===== src/rtl/l2_sram_pkg.sv =====
// Shared constants and state encoding for the L2 tag SRAM controller.
package l2_sram_pkg;

  localparam int L2_TAG_DATA_WIDTH = 20;
  localparam int L2_TAG_ADDR_WIDTH = 9;
  localparam int L2_TAG_DEPTH      = 1 << L2_TAG_ADDR_WIDTH;

  typedef enum logic [1:0] {
    INIT       = 2'd0,
    IDLE       = 2'd1,
    FLUSH_WAIT = 2'd2
  } sram_ctrl_state_t;

endpackage


===== src/rtl/l2_tag_sram_ctrl.sv =====
// Requester-side controller for the single-port L2 tag SRAM macro.
// It zero-fills the macro after reset and on flush, and turns a valid/ready
// request stream into macro cycles with a registered read response.
module l2_tag_sram_ctrl
  import l2_sram_pkg::*;
#(
  parameter int                    DATA_WIDTH = L2_TAG_DATA_WIDTH,
  parameter int                    ADDR_WIDTH = L2_TAG_ADDR_WIDTH,
  parameter logic [DATA_WIDTH-1:0] INIT_VALUE = '0
) (
  input  logic                  clk,
  input  logic                  rst,
  input  logic                  req_valid,
  output logic                  req_ready,
  input  logic                  req_we,
  input  logic [ADDR_WIDTH-1:0] req_addr,
  input  logic [DATA_WIDTH-1:0] req_wdata,
  output logic                  rsp_valid,
  input  logic                  rsp_ready,
  output logic [DATA_WIDTH-1:0] rsp_rdata,
  input  logic                  flush,
  output logic                  init_done,
  output logic                  csb0,
  output logic                  web0,
  output logic [ADDR_WIDTH-1:0] addr0,
  output logic [DATA_WIDTH-1:0] din0,
  input  logic [DATA_WIDTH-1:0] dout0
);

  localparam logic [ADDR_WIDTH-1:0] LAST_ADDR = '1;

  sram_ctrl_state_t      state;
  logic [ADDR_WIDTH-1:0] sweep_cnt;
  logic                  read_pend;
  logic                  skid_valid;
  logic [DATA_WIDTH-1:0] skid_data;
  logic                  accept;

  assign accept = (state == IDLE) && req_valid && req_ready;

  // Macro pins and request handshake: sweep writes in INIT, pass-through of
  // the accepted request in IDLE, quiet otherwise. Reset holds the pins idle
  // even though the state register already reads INIT.
  always_comb begin
    csb0      = 1'b1;
    web0      = 1'b1;
    addr0     = '0;
    din0      = '0;
    req_ready = 1'b0;
    case (state)
      INIT: begin
        if (!rst) begin
          csb0  = 1'b0;
          web0  = 1'b0;
          addr0 = sweep_cnt;
          din0  = INIT_VALUE;
        end
      end
      IDLE: begin
        req_ready = !rsp_valid || rsp_ready;
        csb0      = !(req_valid && req_ready);
        web0      = !req_we;
        addr0     = req_addr;
        din0      = req_wdata;
      end
      default: begin
      end
    endcase
  end

  // Control FSM: sweep, service, and drain-before-resweep on flush.
  always_ff @(posedge clk or posedge rst) begin
    if (rst) begin
      state     <= INIT;
      sweep_cnt <= '0;
      init_done <= 1'b0;
    end else begin
      case (state)
        INIT: begin
          sweep_cnt <= sweep_cnt + 1'b1;
          if (sweep_cnt == LAST_ADDR) begin
            state     <= IDLE;
            init_done <= 1'b1;
          end
        end
        IDLE: begin
          if (flush) begin
            state     <= FLUSH_WAIT;
            init_done <= 1'b0;
          end
        end
        FLUSH_WAIT: begin
          if (!read_pend && !rsp_valid && !skid_valid) begin
            state <= INIT;
          end
        end
        default: state <= INIT;
      endcase
    end
  end

  // Read return path. dout0 is only valid at the edge after acceptance, so it
  // is always captured then; if the consumer stalls on that very edge the
  // word parks in a one-entry skid register instead of being lost.
  always_ff @(posedge clk or posedge rst) begin
    if (rst) begin
      read_pend  <= 1'b0;
      rsp_valid  <= 1'b0;
      rsp_rdata  <= '0;
      skid_valid <= 1'b0;
      skid_data  <= '0;
    end else begin
      read_pend <= accept && !req_we;
      if (!rsp_valid || rsp_ready) begin
        if (skid_valid) begin
          rsp_valid  <= 1'b1;
          rsp_rdata  <= skid_data;
          skid_valid <= read_pend;
          if (read_pend) begin
            skid_data <= dout0;
          end
        end else if (read_pend) begin
          rsp_valid <= 1'b1;
          rsp_rdata <= dout0;
        end else begin
          rsp_valid <= 1'b0;
        end
      end else if (read_pend) begin
        skid_valid <= 1'b1;
        skid_data  <= dout0;
      end
    end
  end

endmodule


===== config.mk =====
export PLATFORM = sky130hd
export DESIGN_NAME = l2_tag_sram_ctrl
export DESIGN_NICKNAME = d
export VERILOG_FILES = /design/src/rtl/l2_sram_pkg.sv /design/src/rtl/l2_tag_sram_ctrl.sv
export SDC_FILE = /design/constraint.sdc
export NUM_CORES = 1
export LEC_CHECK = 0
export CAP_MARGIN = 40
export CORE_MARGIN = 2
export CORE_UTILIZATION = 40
export CTS_CLUSTER_DIAMETER = 40
export DETAILED_ROUTE_END_ITERATION = 12
export PLACE_DENSITY_LB_ADDON = 0.15
export SYNTH_ARGS = -nofsm -noshare
export SYNTH_HDL_FRONTEND = slang
export SYNTH_SLANG_ARGS = --single-unit

===== constraint.sdc =====
create_clock -name clk -period 3.7 [get_ports clk]
set_input_delay 0.74 -clock clk [delete_from_list [all_inputs] [get_ports clk]]
set_output_delay 0.74 -clock clk [all_outputs]
set_load 0.01 [all_outputs]

# Word level (Yosys, flattened, before mapping)

Index checks and enable logic that the tools add are counted.

Flip-flop bits (word level): 55
Bits in latches: 0
Memory bits (writable): 0
ROM bits: 0
Input port bits: 55
Logic and storage cells: 59
Memories: 0

Add/sub/neg operators: 1
Multiply operators: 0
Div/mod/pow operators: 0
$lt $le $gt $ge: 0
Equality and inequality tests: 7
Shift operators: 0
Muxes and demuxes: 24
Bitwise gates (word level): 0
Reduce and logical (&&, ||, !) cells: 19

Operators by type and width:

| kind                | number |
|---|---|
| $mux 20             | 6 |
| $pmux 9 s2          | 1 |
| $add 9x1->9 const B | 1 |
| $eq 9x9->1 const B  | 1 |
| $mux 1              | 9 |
| $mux 9              | 1 |
| $ne 2x2->1 const B  | 4 |
| $logic_and 1x1->1   | 6 |
| $mux 2              | 3 |
| $pmux 1 s2          | 3 |
| $pmux 2 s3          | 1 |
| $reduce_and 3->1    | 2 |
| $reduce_bool 2->1   | 3 |
| $logic_not 1->1     | 5 |
| $eq 2x1->1 const B  | 1 |
| $eq 2x2->1 const B  | 1 |
| $logic_not 2->1     | 1 |
| $reduce_and 2->1    | 1 |
| $logic_or 1x1->1    | 1 |

# Longest topological paths before layout

Gate-level depths: netlist (run 1).

Word-level depth: 5
Depth in mapped cells: 5
Mapped depth without buffers: 5

# Worst setup path before layout (run 1)

No wires, ideal clock.

Kind: in2out
Start point: input port rst
End point: output port addr0[1]
Arrival time: 1.311 ns
Path slack: 1.649 ns
Cell stages on the path: 3
Path buffers: 0
Path through: nor2_1 > a22oi_1 > nor2_1

Longest elaborated chain between the ends: 2

RTL lines:

| element            | RTL line               | source |
|---|---|---|
| start: declaration | l2_tag_sram_ctrl.sv:12 | `input logic rst,` |
| $mux 9             | l2_tag_sram_ctrl.sv:52 | `if (!rst) begin` |
| $pmux 9 s2         | l2_tag_sram_ctrl.sv:50 | `case (state)` |
| end: declaration   | l2_tag_sram_ctrl.sv:25 | `output logic [ADDR_WIDTH-1:0] addr0,` |

No other way between the ends.

# Final worst setup path (run 1)

Ends and elaborated chain as after synthesis.

==> run summary, run 1 <==
DR vias/cell = 4.707
FF-to-FF path depth = 4
Static leakage = 0.001832 uW
Vias post-DR = 1991
Post-route antenna net violation count = 0
Synth Cell Area = 2865 sq um
Clock Sinks = 55
Port Buffers = 108
Postcts setup bufs = 0
Critical path endpoint category = output port
CTS tree = yes
R2r endpoint = skid_data[0]
Fmax achieved = 309.7 MHz
Reg2reg start = rsp_valid
Final TNS setup = 0 ns
R2r setup slk = 1.87 ns
Vias in the first global route = 1976
IO Count = 109
Total power = 1237 uW
WL final = 6038 um
Most common cell after layout, fill and taps aside = clkdlybuf4s50_1
Syn nets = 275
Worst slew pin tran = 0.8614 ns
Status = completed
Crit path required time = 2.96 ns
WHS Endpoint = rsp_rdata[5]
Crit path kind = in -> out
Hold path depth = 1
Vert. Die Dim = 88.64 um
Power Dens Cells = 299.5 nW/um^2
Cells after synthesis = 218
Period minus WS final = 3.229 ns
Largest net degree at the start of global routing = 37
Root Driver = clkbuf_8
Layout cell share with drive strength beyond 1 = 24.16%
Biggest fanout along the worst timing path = 8
Final Hold Viols = 0
Area leader, netlist = dfrtp_1
Wire length of the first global-routing pass = 9570 um
RSZ-0062 raised after global routing = false
Std-Cell Rows = 30
GRT overflow = 0
Initial antenna violation count = 0
Layout Nets = 383
Iter 0 DRT Violations = 46
Number of diodes = 0
Die footprint = 7856 sq um
Buffer depth of the longest clock path = 2
Synth Register Bits = 55
Max-cap violations = 0
Final Max Tran Viols = 0
Worst hold path class = reg -> reg
Starting density of the core = 41.71%
Count of different cell masters after synthesis = 34
Final setup viols = 0
Yosys warnings = 0
Post-Route Skew = 0.007640 ns
CTS resizes = 0
Area share of the largest cell type after synthesis = 48.03%
Clock latency on the worst-skew pair = 0.30 ns
WL/cell = 14.27 um
Area grow syn2layout = 44.15%
DRT Pass-1 Iters = 4
Peak VDD IR = 0.2426 mV
Hold-fix buffers, CTS = 0
Syn Area/Cell = 13.14 sq um
Drt drc = 0
Num CTS Buffers = 5
Core area = 6869 sq um
Post-detail-place hpwl = 4440 um
Period utilisation layout = 87.26%
Hold Path Origin = rsp_rdata[5]
Tot GR Track Use = 15.53%
# H-tree levels = 2
Commonest cells after routing, fill and taps aside = clkdlybuf4s50_1 (108), dfrtp_1 (55), mux2_4 (36)
Die Width = 88.64 um
Crit path DAT = 2.49 ns
CP startpoint kind = input pin
Final GP Congestion = 0.7641
Clk slew on worst S/H paths = 0.09 ns
Fillers = 595
Sequential cell area fraction in the yosys report = 48.03%
Top cells by area, synth = dfrtp_1 (48%), mux2_4 (19%), mux2_2 (9.0%), and2_1 (4.8%), buf_6 (2.0%)
Relative slew margins = 42.44%
-- layout make-up --
type                    count  area [sq um]  area share [%]
clock inverters             2         35.03          0.8482
multi-input cells         146          1375           33.29
repair buffers            114          1126           27.26
inverters                   4         15.01          0.3635
well taps                  96         120.1           2.908
clock buffers               6         82.58           1.999
flip-flops and latches     55          1376           33.32
-- synthesized netlist by cell type --
cell type / n
a211oi_1: 1
a21oi_1: 4
a22oi_1: 6
and2_1: 22
and3_1: 1
and3b_1: 1
and4_1: 2
buf_2: 2
buf_4: 1
buf_6: 5
buf_8: 1
clkbuf_1: 4
dfrtp_1: 55
ha_1: 2
inv_1: 4
maj3_1: 1
mux2_1: 3
mux2_2: 23
mux2_4: 36
nand2_1: 4
nand2b_1: 1
nand3_1: 3
nand4_1: 2
nor2_1: 12
nor2_2: 3
nor2b_1: 1
nor2b_4: 1
nor3_1: 1
nor3b_1: 3
o21ai_0: 4
o21ai_2: 1
o311ai_0: 1
xnor2_1: 6
xor2_1: 1
-- worst max-delay path: stages --
cell             delay, ns
clkdlybuf4s50_1       0.49
nor2_1                0.44
a22oi_1               0.14
nor2_1                0.13
clkdlybuf4s50_1       0.55
-- through the flow --
step,worst slack [ns],util (%),area (sq um),std cells,hold slack (ns)
floorplan,1.617,-,2865,218,0.4601
global placement,0.5367,58.42,4013,415,0.4740
detailed placement,0.4701,58.42,4013,415,0.4830
CTS,0.4545,60.13,4130,423,0.5107
global route,0.3535,60.13,4130,423,0.5209
finish,0.4715,60.13,4130,423,0.5073
-- cell families (layout without fill, tap and decap cells) --
| group | Yosys count | after routing | synth area share (%) |
|---|---|---|---|
| compound gates | 17 | 17 | 3.843 |
| mux | 62 | 62 | 29.08 |
| simple gates | 57 | 57 | 11.53 |
| xor+xnor | 7 | 7 | 2.140 |
| buf+inv | 17 | 126 | 4.148 |
| flops | 55 | 55 | 48.03 |
| fa+ha+maj | 3 | 3 | 1.223 |
-- registers in the layout, indices dropped and copies added (netlist names) --
register    cells
init_done       1
read_pend       1
rsp_rdata      20
rsp_valid       1
skid_data      20
skid_valid      1
state           2
sweep_cnt       9
-- power breakdown --
part | switching (uW) | internal (uW) | total, uW
Clock | 186 | 219 | 406
Sequential | 15.0 | 627 | 642
Combinational | 55.3 | 134 | 189
-- layer usage --
layer | vias to the layer above | GRT usage (%) | share of wire [%]
met3 | 2 | 2.892 | 3.1
met5 | - | 0 | 0
met4 | 0 | 3.306 | 0.28
li1 | 972 | - | -
met2 | 43 | 26.39 | 52
met1 | 974 | 20.76 | 45
-- worst max path at each step --
stage | slack (ns) | to | start | depth (start not counted)
after floorplan | 1.62 | init_done | rst | 1
after global placement | 0.54 | addr0[4] | rst | 5
after detailed placement | 0.47 | addr0[1] | rst | 5
after CTS | 0.45 | addr0[1] | rst | 5
after global routing | 0.35 | addr0[1] | rst | 5
final | 0.47 | addr0[1] | rst | 5
(Power assumes the default switching activity.)
==> run 2, diff against run 1 <==
--- a/config.mk
+++ b/config.mk
@@ -11,6 +11,7 @@
 export CTS_CLUSTER_DIAMETER = 40
 export DETAILED_ROUTE_END_ITERATION = 12
 export PLACE_DENSITY_LB_ADDON = 0.15
+export REMOVE_ABC_BUFFERS = 1
 export SYNTH_ARGS = -nofsm -noshare
 export SYNTH_HDL_FRONTEND = slang
 export SYNTH_SLANG_ARGS = --single-unit
==> constraint.sdc (replaced) <==
create_clock -name clk -period 2.95 [get_ports clk]
set_input_delay 0.59 -clock clk [delete_from_list [all_inputs] [get_ports clk]]
set_output_delay 0.59 -clock clk [all_outputs]
set_load 0.01 [all_outputs]
==> run summary, run 2 (synthesis results as in run 1) <==
Status = completed
Max-cap violations = 0 (unchanged)
Drt drc = 0 (unchanged)
Die Width = 88.64 um (unchanged)
Iter 0 DRT Violations = 58 (+26%)
Vert. Die Dim = 88.64 um (unchanged)
Root Driver = clkbuf_8
Sequential power share = 49.6% (-2.3 points)
Worst slew pin tran = 0.5516 ns (-0.3098 ns)
Final Max Tran Viols = 0 (unchanged)
Clock Sinks = 55 (unchanged)
Crit path required time = 2.36 ns (-0.60 ns)
RSZ-0062 raised after global routing = false
Final GP Congestion = 0.8165 (+6.9%)
Worst hold path class = reg -> reg
# H-tree levels = 2 (unchanged)
Postcts setup bufs = 0 (unchanged)
Initial antenna violation count = 0 (unchanged)
Placed instance count = 418 (+0.72%)
Wire length of the first global-routing pass = 9528 um (-0.44%)
Port Buffers = 108 (unchanged)
Tot GR Track Use = 15.79% (+0.26 points)
CP Buf/Inv Count = 3 (+1)
Period utilisation layout = 91.67%
Fmax achieved = 369.8 MHz
Critical Path Max Stage Delay = 0.57 ns (+0.02 ns)
CTS tree = yes
CTS resizes = 0 (unchanged)
Clk slew on worst S/H paths = 0.09 ns (about the same)
Crit path DAT = 2.11 ns (-0.38 ns)
Largest net degree at the start of global routing = 35 (-5.4%)
Worst path slowest cell = clkdlybuf4s50_1
Clock power share = 35.7% (+2.9 points)
Num CTS Buffers = 5 (unchanged)
R2r setup slk = 1.10 ns (-0.77 ns)
Hold path depth = 1 (unchanged)
Hold Path Origin = sweep_cnt[5]
WHS Endpoint = sweep_cnt[5]
Multi-input gate area = 1370 sq um (-0.36%)
Placement Cell Area = 4043 sq um (+0.75%)
Post-Route Skew = 0.005393 ns (-0.002247 ns)
Final setup viols = 0 (unchanged)
Layout cell share with drive strength beyond 1 = 24.85% (+0.69 points)
Crit path kind = in -> out
Starting density of the core = 41.71% (unchanged)
Final Util = 60.84% (+0.71 points)
FF-to-FF path depth = 3 (-1)
Number of diodes = 0 (unchanged)
Post-route antenna net violation count = 0 (unchanged)
R2r endpoint = rsp_rdata[6]
DRT Pass-1 Iters = 4 (unchanged)
Fillers = 592 (-0.50%)
Layout Nets = 386 (+0.78%)
Area grow syn2layout = 45.85%
Post-detail-place hpwl = 4589 um (+3.4%)
Biggest fanout along the worst timing path = 8 (unchanged)
Final TNS setup = 0 ns (unchanged)
Commonest cells after routing, fill and taps aside = clkdlybuf4s50_1 (108), dfrtp_1 (55), mux2_4 (36)
Core area = 6869 sq um (unchanged)
Vias in the first global route = 1921 (-2.8%)
IO Count = 109 (unchanged)
CP Launch Point = rst
GRT overflow = 0 (unchanged)
Clock latency on the worst-skew pair = 0.30 ns (about the same)
Final hold slack = 0.4962 ns (-0.01102 ns)
Combinational group share of total power = 14.7% (-0.6 points)
Reg2reg start = skid_valid
WL/cell = 14.09 um (-1.3%)
Register area = 1376 sq um (unchanged)
Peak VDD IR = 0.2683 mV (+11%)
Critical path endpoint category = output port
Power Dens Cells = 388.8 nW/um^2 (+30%)
Post-Layout Cell Count = 426 (+0.71%)
P_int = 1295 uW (+32%)
Most common cell after layout, fill and taps aside = clkdlybuf4s50_1
Switch Pwr = 329.6 uW (+28%)
Period minus WS final = 2.704 ns
Finished Cell Area = 4179 sq um (+1.2%)
Die footprint = 7856 sq um (unchanged)
Static leakage = 0.001854 uW (+1.2%)
WL final = 6001 um (-0.61%)
Largest regs = rsp_rdata (20), skid_data (20), sweep_cnt (9)
Crit path cell chain = clkdlybuf4s50_1 -> nor2_1 -> buf_4 -> a22oi_1 -> nor2_1 -> clkdlybuf4s50_1
Buffer depth of the longest clock path = 2 (unchanged)
Final Hold Viols = 0 (unchanged)
Top Family by Delay on Critical Path = buffers and inverters
DR vias/cell = 4.700 (-0.16%)
CP startpoint kind = input pin
Hold-fix buffers, CTS = 0 (unchanged)
Sw frac = 20.29% (-0.46 points)
Relative slew margins = 63.23% (+21 points)
Std-Cell Rows = 30 (unchanged)
Vias post-DR = 2002 (+0.55%)
[run 2: cell count changes in the layout (fill, tap and decap cells not counted), sizes merged]
cell / delta
buf: +3
clkinv: -1
bufinv: +1
clkinvlp: +1
clkbuf: -1
[run 2: per-stage QoR]
step | worst slack, ns | power (uW)
after floorplan | 0.4768 | 908.5
after global placement | 0.2691 | 1058
after detailed placement | 0.2560 | 1063
after CTS | 0.2485 | 1649
after global routing | 0.1470 | 1707
final | 0.2456 | 1625
[run 2: worst max-delay path by stage]
stage	end	slack, ns	depth (start not counted)
final	addr0[2]	0.25	6
after global routing	csb0	0.15	5
after CTS	web0	0.25	5
after detailed placement	web0	0.26	5
after global placement	csb0	0.27	5
after floorplan	rsp_rdata[5]	0.48	3
[run 2: worst register-to-register path, delay by kind of cell, from the launching register on]
| family | cells | cell delay [ns] |
|---|---|---|
| buf+inv | 1 | 0.38 |
| flops | 1 | 0.70 |
| mux | 2 | 0.67 |
[run 2: layout make-up]
cell class	count	area share [%]
well taps	96	2.874
repair buffers	117	27.78
clock inverters	3	1.617
flip-flops and latches	55	32.93
clock buffers	5	1.647
multi-input cells	146	32.78
inverters	4	0.3593
[run 2: per-layer routing]
layer	GRT usage, %	wire (um)	vias up
li1	-	-	975
met1	19.28	2437	974
met2	27.82	3230	49
met3	3.172	248	4
met4	5.234	85	0
met5	0	0	-
[run 2: power by group through the flow]
stage / logic [uW] / registers [uW] / clock network (uW)
detailed placement: 243 / 820 / 0
floorplan: 77.7 / 831 / 0
global placement: 238 / 820 / 0
CTS: 243 / 807 / 599
finish: 239 / 806 / 580
global route: 257 / 811 / 639
